==> config.mk <==
export PLATFORM = sky130hd
export DESIGN_NAME = msrv32_fetch_ctrl
export DESIGN_NICKNAME = d
export VERILOG_FILES = /design/src/rtl/msrv32_fetch_pkg.sv /design/src/rtl/msrv32_stall_timer.sv /design/src/rtl/msrv32_fetch_ctrl.sv
export SDC_FILE = /design/constraint.sdc
export NUM_CORES = 1
export LEC_CHECK = 0
export CORE_MARGIN = 2
export CORE_UTILIZATION = 47
export CTS_CLUSTER_SIZE = 30
export DETAILED_ROUTE_END_ITERATION = 7
export GPL_ROUTABILITY_DRIVEN = 0
export GPL_TIMING_DRIVEN = 0
export PLACE_DENSITY = 0.77
export SETUP_SLACK_MARGIN = 0.4
export SYNTH_ARGS = -nofsm -noshare
export SYNTH_HDL_FRONTEND = slang
export SYNTH_SLANG_ARGS = --single-unit
==> constraint.sdc <==
create_clock -name clk_in -period 1.94 [get_ports clk_in]
set_clock_uncertainty 0.05 [all_clocks]
set_input_delay 0.291 -clock clk_in [delete_from_list [all_inputs] [get_ports clk_in]]
set_output_delay 0.291 -clock clk_in [all_outputs]
set_load 0.02 [all_outputs]
==> src/rtl/msrv32_fetch_pkg.sv <==
// msrv32 fetch sequencer shared types and default sizing.
// Optional timeout build switch: MSRV32_FETCH_TIMEOUT_EN.
package msrv32_fetch_pkg;

    typedef enum logic [1:0] {
        PC_BOOT = 2'b00,
        PC_EPC  = 2'b01,
        PC_TRAP = 2'b10,
        PC_NEXT = 2'b11
    } pc_src_t;

    typedef enum logic [1:0] {
        ST_BOOT,
        ST_RUN,
        ST_STALL,
        ST_TRAP
    } fetch_state_t;

    localparam int DEF_BOOT_CYCLES    = 2;
    localparam int DEF_TIMEOUT_CYCLES = 64;

endpackage

==> src/rtl/msrv32_stall_timer.sv <==
// Saturating AHB wait-state counter for the fetch sequencer.
// Present only in builds with MSRV32_FETCH_TIMEOUT_EN.
module msrv32_stall_timer
    import msrv32_fetch_pkg::*;
#(
    parameter int TIMEOUT_CYCLES = DEF_TIMEOUT_CYCLES
) (
    input  logic clk_in,
    input  logic rst_in,
    input  logic clear_in,
    input  logic incr_in,
    output logic expired_out
);

    localparam int W = $clog2(TIMEOUT_CYCLES + 1);
    localparam logic [W-1:0] LIMIT = W'(TIMEOUT_CYCLES);

    logic [W-1:0] cnt;

    always_ff @(posedge clk_in) begin
        if (!rst_in) begin
            cnt <= '0;
        end else if (clear_in) begin
            cnt <= '0;
        end else if (incr_in && (cnt != LIMIT)) begin
            cnt <= cnt + 1'b1;
        end
    end

    assign expired_out = (cnt == LIMIT);

endmodule

==> src/rtl/msrv32_fetch_ctrl.sv <==
// msrv32 PC sequencer: boot, wait states, trap entry and mret redirects.
// Define MSRV32_FETCH_TIMEOUT_EN to raise fetch_err_out on AHB timeout.
module msrv32_fetch_ctrl
    import msrv32_fetch_pkg::*;
#(
    parameter int BOOT_CYCLES    = DEF_BOOT_CYCLES,
    parameter int TIMEOUT_CYCLES = DEF_TIMEOUT_CYCLES
) (
    input  logic       clk_in,
    input  logic       rst_in,
    input  logic       ahb_ready_in,
    input  logic       branch_taken_in,
    input  logic       trap_taken_in,
    input  logic       mret_in,
    input  logic       misaligned_instr_in,
    output logic [1:0] pc_src_out,
    output logic       pc_wr_en_out,
    output logic       epc_save_out,
    output logic       flush_out,
    output logic       instr_valid_out,
    output logic       stall_out,
    output logic       misaligned_trap_out,
    output logic       fetch_err_out
);

    localparam logic [3:0] BOOT_INIT = 4'(BOOT_CYCLES - 1);

    fetch_state_t state, state_nxt;
    pc_src_t      pc_src;
    logic [3:0]   boot_cnt, boot_cnt_nxt;
    logic         flush_d, valid_d;
    logic         tmo_expired;

`ifdef MSRV32_FETCH_TIMEOUT_EN
    logic tmo_clear, tmo_incr;

    // The counter is zero in RUN, so the first wait cycle counts as one.
    assign tmo_incr  = ((state == ST_RUN) || (state == ST_STALL))
                       && !trap_taken_in && !ahb_ready_in;
    assign tmo_clear = (state == ST_STALL)
                       && (trap_taken_in || ahb_ready_in || tmo_expired);

    msrv32_stall_timer #(
        .TIMEOUT_CYCLES(TIMEOUT_CYCLES)
    ) u_stall_timer (
        .clk_in     (clk_in),
        .rst_in     (rst_in),
        .clear_in   (tmo_clear),
        .incr_in    (tmo_incr),
        .expired_out(tmo_expired)
    );
`else
    logic unused_tmo;

    assign unused_tmo  = (TIMEOUT_CYCLES == 0);
    assign tmo_expired = 1'b0;
`endif

    always_ff @(posedge clk_in) begin
        if (!rst_in) begin
            state           <= ST_BOOT;
            boot_cnt        <= BOOT_INIT;
            flush_out       <= 1'b1;
            instr_valid_out <= 1'b0;
        end else begin
            state           <= state_nxt;
            boot_cnt        <= boot_cnt_nxt;
            flush_out       <= flush_d;
            instr_valid_out <= valid_d;
        end
    end

    always_comb begin
        state_nxt    = state;
        boot_cnt_nxt = boot_cnt;
        unique case (state)
            ST_BOOT: begin
                if (boot_cnt == 4'd0) state_nxt = ST_RUN;
                else boot_cnt_nxt = boot_cnt - 4'd1;
            end
            ST_RUN: begin
                if (trap_taken_in) state_nxt = ST_TRAP;
                else if (!ahb_ready_in) state_nxt = ST_STALL;
            end
            ST_STALL: begin
                if (trap_taken_in) state_nxt = ST_TRAP;
                else if (ahb_ready_in) state_nxt = ST_RUN;
                else if (tmo_expired) state_nxt = ST_TRAP;
            end
            ST_TRAP: begin
                if (ahb_ready_in) state_nxt = ST_RUN;
            end
        endcase
    end

    always_comb begin
        pc_src              = PC_BOOT;
        pc_wr_en_out        = 1'b0;
        epc_save_out        = 1'b0;
        stall_out           = 1'b0;
        misaligned_trap_out = 1'b0;
        fetch_err_out       = 1'b0;
        flush_d             = 1'b0;
        valid_d             = 1'b0;
        if (rst_in) begin
            unique case (state)
                ST_BOOT: begin
                    pc_wr_en_out = 1'b1;
                    flush_d      = 1'b1;
                end
                ST_RUN: begin
                    pc_src = PC_NEXT;
                    if (trap_taken_in) begin
                        epc_save_out = 1'b1;
                    end else if (!ahb_ready_in) begin
                        stall_out = 1'b1;
                    end else if (misaligned_instr_in && branch_taken_in) begin
                        misaligned_trap_out = 1'b1;
                    end else if (mret_in) begin
                        pc_src       = PC_EPC;
                        pc_wr_en_out = 1'b1;
                        flush_d      = 1'b1;
                    end else begin
                        pc_wr_en_out = 1'b1;
                        flush_d      = branch_taken_in;
                        valid_d      = !branch_taken_in;
                    end
                end
                ST_STALL: begin
                    pc_src    = PC_NEXT;
                    stall_out = 1'b1;
                    if (trap_taken_in) begin
                        epc_save_out = 1'b1;
                    end else if (ahb_ready_in) begin
                        stall_out    = 1'b0;
                        pc_wr_en_out = 1'b1;
                        valid_d      = 1'b1;
                    end else if (tmo_expired) begin
                        epc_save_out  = 1'b1;
                        fetch_err_out = 1'b1;
                    end
                end
                ST_TRAP: begin
                    pc_src       = PC_TRAP;
                    pc_wr_en_out = ahb_ready_in;
                    flush_d      = ahb_ready_in;
                end
            endcase
        end
    end

    assign pc_src_out = pc_src;

endmodule

==> metrics.md, run 1 <==
| Metric | Value |
|---|---|
| Most common cell after layout, fill and taps aside | buf_4 |
| Worst setup EP type | output port |
| Max Fanout on Critical Path | 6 |
| Max Buffers Root-to-Sink | 2 |
| Largest net degree at the start of global routing | 11 |
| Clk_lat worst skew | 0.27 ns |
| Worst hold slack | 0.453 ns |
| Leakage power | 0.503 nW |
| DRC Markers | 0 |
| Setup ws final | 0.116 ns |
| Die height | 41.1 um |
| Part of the cycle the worst path needs | 0.940 |
| Endpoints failing hold | 0 |
| RSZ-0062 raised after global routing | yes |
| Startpoint types | flop |
| Critical path class | reg -> out |
| Syn Area/Cell | 7.99 sq um |
| DR vias/cell | 6.05 |
| Hold Path Origin | boot_cnt[3]$_SDFFE_PN0N_ |
| CTS tree | done |
| Max_cap viols | 0 |
| Synthesized flop and latch total | 8 |
| H-tree depth | 1 |
| PwrDens | 1280 mW/mm^2 |
| Die width | 41.1 um |
| Area growth syn-to-layout | 74.3% |
| DRT iter0 DRCs | 29 |
| Initial Util | 0.497 |
| Worst reg2reg startpoint | state[1]$_SDFFE_PN0P_ |
| Fin area | 0.00113 sq mm |
| Commonest non-fill, non-tap cells in the layout | buf_4 (21), buf_6 (5), nor2_1 (5), clkdlybuf4s50_1 (5) |
| Placed insts | 110 |
| Syn Inst Count | 81 |
| Post-layout nets | 129 |
| Initial antenna violation count | 0 |
| Register area share after synthesis | 0.248 |
| Global route overflow | 0 |
| Min Tclk post-route | 1.82 ns |
| Critical path arrival | 1.48 ns |
| Setup Viol. Count Final | 0 |
| I/O pins | 16 |
| Post-synth cell types | 38 |
| Area of placed instances | 815 sq um |
| TritonRoute pass-1 iters | 7 |
| Yosys warnings | 0 |
| Vias after detailed routing | 781 |
| WP data required | 1.60 ns |
| Cell Count, Final, Fillers Out | 129 |
| CTS root buffer | clkbuf_4 |
| Net count of the mapped netlist | 94 |
| Post-route setup TNS | 0 ns |
| Total inserted antenna cells | 0 |
| Antenna-violating nets left | 0 |
| WL/cell | 18.5 um |
| Placement row count | 13 |
| Post-DP HPWL | 1.05 mm |
| CP Launch Point | state[1]$_SDFFE_PN0P_ |
| Final WL | 2.39 mm |
| Highest clock rate | 0.548 GHz |
| Min-Delay Path Class | reg -> reg |
| Total track usage | 0.283 |
| Vias in the first global route | 663 |
| Post-Place Setup Slack | -0.513 ns |
| Clock transition at path regs | 0.07 ns |
| Run status | complete, no violations |
| Share of cells above drive strength 1 | 0.535 |
| FILL cells | 72 |
| Worst r2r path cells | 8 |
| Post-Syn Area | 647 sq um |
| Worst ir drop on vdd | 696 uV |
| First-pass GRT wire length | 3.02 mm |
| CTS Buf Count | 3 |
| Full die area | 0.00169 sq mm |
| Clk sinks | 8 |
| Worst hold path stage count | 2 |
| IO buf count | 14 |
| Area of the core | 0.00130 sq mm |
| Max-slew violation count | 0 |
## synthesized netlist by cell type
cell | count | area, sq um
nand3_1 | 3 | 15.0
conb_1 | 1 | 3.75
buf_2 | 1 | 5.00
nor2b_1 | 2 | 12.5
buf_4 | 1 | 7.51
a221oi_2 | 1 | 15.0
nor2_1 | 5 | 18.8
a32oi_1 | 1 | 8.76
o31ai_1 | 1 | 7.51
nand2_1 | 6 | 22.5
nor3_1 | 2 | 10.0
nand3b_1 | 2 | 15.0
and2_4 | 1 | 8.76
o21ai_0 | 1 | 5.00
and2b_1 | 1 | 7.51
nor3b_1 | 1 | 7.51
o32ai_2 | 1 | 16.3
dfxtp_1 | 8 | 160
a221o_1 | 1 | 10.0
clkbuf_1 | 3 | 11.3
a21oi_1 | 5 | 25.0
xnor2_1 | 1 | 8.76
a31oi_1 | 2 | 12.5
mux2i_1 | 1 | 10.0
o21ai_1 | 1 | 5.00
or3b_1 | 3 | 26.3
ha_1 | 6 | 75.1
nand4_1 | 1 | 6.26
o21a_1 | 1 | 7.51
buf_6 | 1 | 11.3
o311a_1 | 1 | 10.0
a21boi_0 | 1 | 7.51
o211a_1 | 1 | 10.0
inv_1 | 8 | 30.0
and3_1 | 1 | 6.26
nand2b_1 | 1 | 6.26
and2_1 | 1 | 6.26
o211ai_1 | 2 | 15.0
## metrics by stage
step / power (mW) / utilization
4_1_cts: 1.23 / 0.797
2_1_floorplan: 0.700 / -
5_1_grt: 1.49 / 0.866
6_report: 1.44 / 0.866
3_5_place_dp: 0.851 / 0.626
3_3_place_gp: 0.841 / 0.626
## worst paths after layout
path	end	slack [ns]
setup / recovery	pc_src_out[1]	0.12
hold / removal	boot_cnt[3]$_SDFFE_PN0N_	0.45
setup reg to reg	state[1]$_SDFFE_PN0P_	0.22
hold reg to reg	boot_cnt[3]$_SDFFE_PN0N_	0.45
## where the power goes
part	internal, mW	switching (mW)
Sequential	0.226	0.0523
Clock	0.0716	0.0699
Combinational	0.523	0.499
Total	0.821	0.621
## per-layer routing
layer  global-route usage  share of wire  vias up  wire, um
li1                     -              -      355         -
met2                0.520           0.49       51      1180
met1                0.286           0.37      353       888
met5                    0              0        -         0
met3               0.0652          0.076       22       181
met4                0.161          0.057        0       137
## area by class of cell
cell class / instances / area [sq um] / share of cell area
clock buffer: 3 / 22.5 / 0.0200
tap: 15 / 18.8 / 0.0166
timing repair buffer: 30 / 250 / 0.222
multi-input combinational: 59 / 561 / 0.497
inverter: 8 / 35.0 / 0.0311
buffer: 6 / 70.1 / 0.0622
sequential: 8 / 170 / 0.151
## worst max-delay path: stages (launching register included)
cell and delay [ns]:
dfxtp_4 0.37, buf_4 0.16, ha_2 0.20, o311a_1 0.35, buf_6 0.14
## kinds of logic after synthesis
| logic type | after synthesis | share of synthesized area |
|---|---|---|
| other cells | 1 | 0.00580 |
| compound gates | 20 | 0.240 |
| mux | 1 | 0.0155 |
| simple gates | 30 | 0.261 |
| fa+ha+maj | 6 | 0.116 |
| flops | 8 | 0.248 |
| xor+xnor | 1 | 0.0135 |
| buf+inv | 14 | 0.101 |
## sequential cells by signal, summed over array words and instances, names as in the netlist
signal	flops
boot_cnt	4
state	2
flush_out	1
instr_valid_out	1
## repair_timing
item                       4_1_cts  5_1_grt
buffers inserted                15        1
setup endpoints to repair       11       10
hold buffers                     0        0
pin swaps                        7        4
gates resized for setup         68       19
(Power assumes the default switching activity.)
==> run 2, diff against run 1 <==
--- a/config.mk
+++ b/config.mk
@@ -5,7 +5,7 @@
 export SDC_FILE = /design/constraint.sdc
 export NUM_CORES = 1
 export LEC_CHECK = 0
-export CORE_MARGIN = 2
+export CORE_MARGIN = 4
 export CORE_UTILIZATION = 47
 export CTS_CLUSTER_SIZE = 30
 export DETAILED_ROUTE_END_ITERATION = 7
==> run 2 against run 1 <==
Flip-flop and latch count stayed put. Largest power group unchanged. Critical endpoint unchanged. Via count is 10% lower. Design area is 6.5% lower.
==> metrics.md, run 2 (same netlist as run 1, synthesis figures left out) <==
| Metric | Value |
|---|---|
| Antenna-violating nets left | 0 |
| WL/cell | 16.3 um |
| I/O pins | 16 |
| CTS root buffer | clkbuf_4 |
| Largest net degree at the start of global routing | 11 |
| Critical path class | reg -> out |
| Max_cap viols | 0 |
| Hold-fix buffers, CTS | 0 |
| Setup Viol. Count Final | 0 |
| Die width | 45.1 um |
| CTS Buf Count | 3 |
| Critical path arrival | 1.49 ns |
| Pwr Total | 1.30 mW |
| Highest clock rate | 0.545 GHz |
| Area of placed instances | 815 sq um |
| Endpoints failing hold | 0 |
| PwrDens | 1240 mW/mm^2 |
| H-tree depth | 1 |
| Post-layout nets | 124 |
| Total track usage | 0.233 |
| CTS tree | done |
| TritonRoute pass-1 iters | 4 |
| Part of the cycle the worst path needs | 0.946 |
| Area growth syn-to-layout | 62.9% |
| Max Fanout on Critical Path | 6 |
| RSZ-0062 raised after global routing | yes |
| Fin area | 0.00105 sq mm |
| Area of the core | 0.00130 sq mm |
| Largest regs | boot_cnt: 4 flops, state: 2 flops |
| Vias after detailed routing | 699 |
| Full die area | 0.00203 sq mm |
| Vias in the first global route | 725 |
| Worst ir drop on vdd | 949 uV |
| Max-slew violation count | 0 |
| Initial Util | 0.497 |
| Total inserted antenna cells | 0 |
| Leakage power | 0.486 nW |
| Clock transition at path regs | 0.06 ns |
| First-pass GRT wire length | 3.31 mm |
| Max reg flops | 4 |
| Setup ws final | 0.105 ns |
| Min-Delay Path Class | reg -> reg |
| Commonest non-fill, non-tap cells in the layout | buf_4 (14), buf_6 (6), nand2_1 (5), nor2_1 (5) |
| DRT iter0 DRCs | 8 |
| Top reg by flops | boot_cnt |
| Final WL | 2.02 mm |
| Min Tclk post-route | 1.83 ns |
| Die height | 45.1 um |
| Final core utilization | 0.810 |
| IO buf count | 14 |
| WP data required | 1.60 ns |
| Post-Place Setup Slack | -0.560 ns |
| DR vias/cell | 5.64 |
| Worst setup EP type | output port |
| Startpoint types | flop |
| Clk_lat worst skew | 0.27 ns |
| Initial antenna violation count | 0 |
| DRC Markers | 0 |
| Worst hold slack | 0.469 ns |
| Global route overflow | 0 |
| Run status | complete, no violations |
| Clk sinks | 8 |
| Most common cell after layout, fill and taps aside | buf_4 |
| Post-DP HPWL | 1.11 mm |
| Placement row count | 13 |
| Share of cells above drive strength 1 | 0.495 |
| Max Buffers Root-to-Sink | 2 |
run 2: layer usage:
metal | up-vias | share of wire | global-route usage
li1 | 340 | - | -
met1 | 335 | 0.43 | 0.284
met2 | 18 | 0.49 | 0.367
met3 | 6 | 0.049 | 0.0757
met4 | 0 | 0.027 | 0.111
met5 | - | 0 | 0
run 2: cell type report:
class | count | area, sq um
tap | 15 | 18.8
fill | 69 | 248
buffer | 6 | 70.1
sequential | 8 | 170
inverter | 8 | 32.5
clock buffer | 3 | 22.5
timing repair buffer | 25 | 216
multi-input combinational | 59 | 523
run 2: critical path: stages, from the launching register on:
cell and delay (ns):
dfxtp_4 0.37, buf_4 0.16, ha_2 0.20, o311a_1 0.35, buf_6 0.14
run 2: power by group:
group / internal [mW] / switching [mW]
Combinational: 0.475 / 0.420
Sequential: 0.226 / 0.0507
Clock: 0.0710 / 0.0600
run 2: through the flow:
stage,instances,TNS [ns]
floorplan,81,0
global placement,110,-2.09
detailed placement,110,-2.20
CTS,124,0
global route,124,0
finish,124,0
run 2: path summary, 6_finish.rpt:
kind	startpoint	endpoint	cells past startpoint	slack (ns)
worst max register to register	state[1]$_SDFFE_PN0P_	flush_out$_SDFF_PN1_	7	0.37
worst min-delay path	boot_cnt[3]$_SDFFE_PN0N_	boot_cnt[3]$_SDFFE_PN0N_	2	0.47
worst max-delay path	state[1]$_SDFFE_PN0P_	pc_src_out[1]	4	0.11
worst min register to register	boot_cnt[3]$_SDFFE_PN0N_	boot_cnt[3]$_SDFFE_PN0N_	2	0.47
run 2: what timing repair did:
action / 4_1_cts / 5_1_grt
setup buffers: 11 / 0
setup endpoints to repair: 10 / 12
pin swaps: 9 / 8
resized for setup: 65 / 18
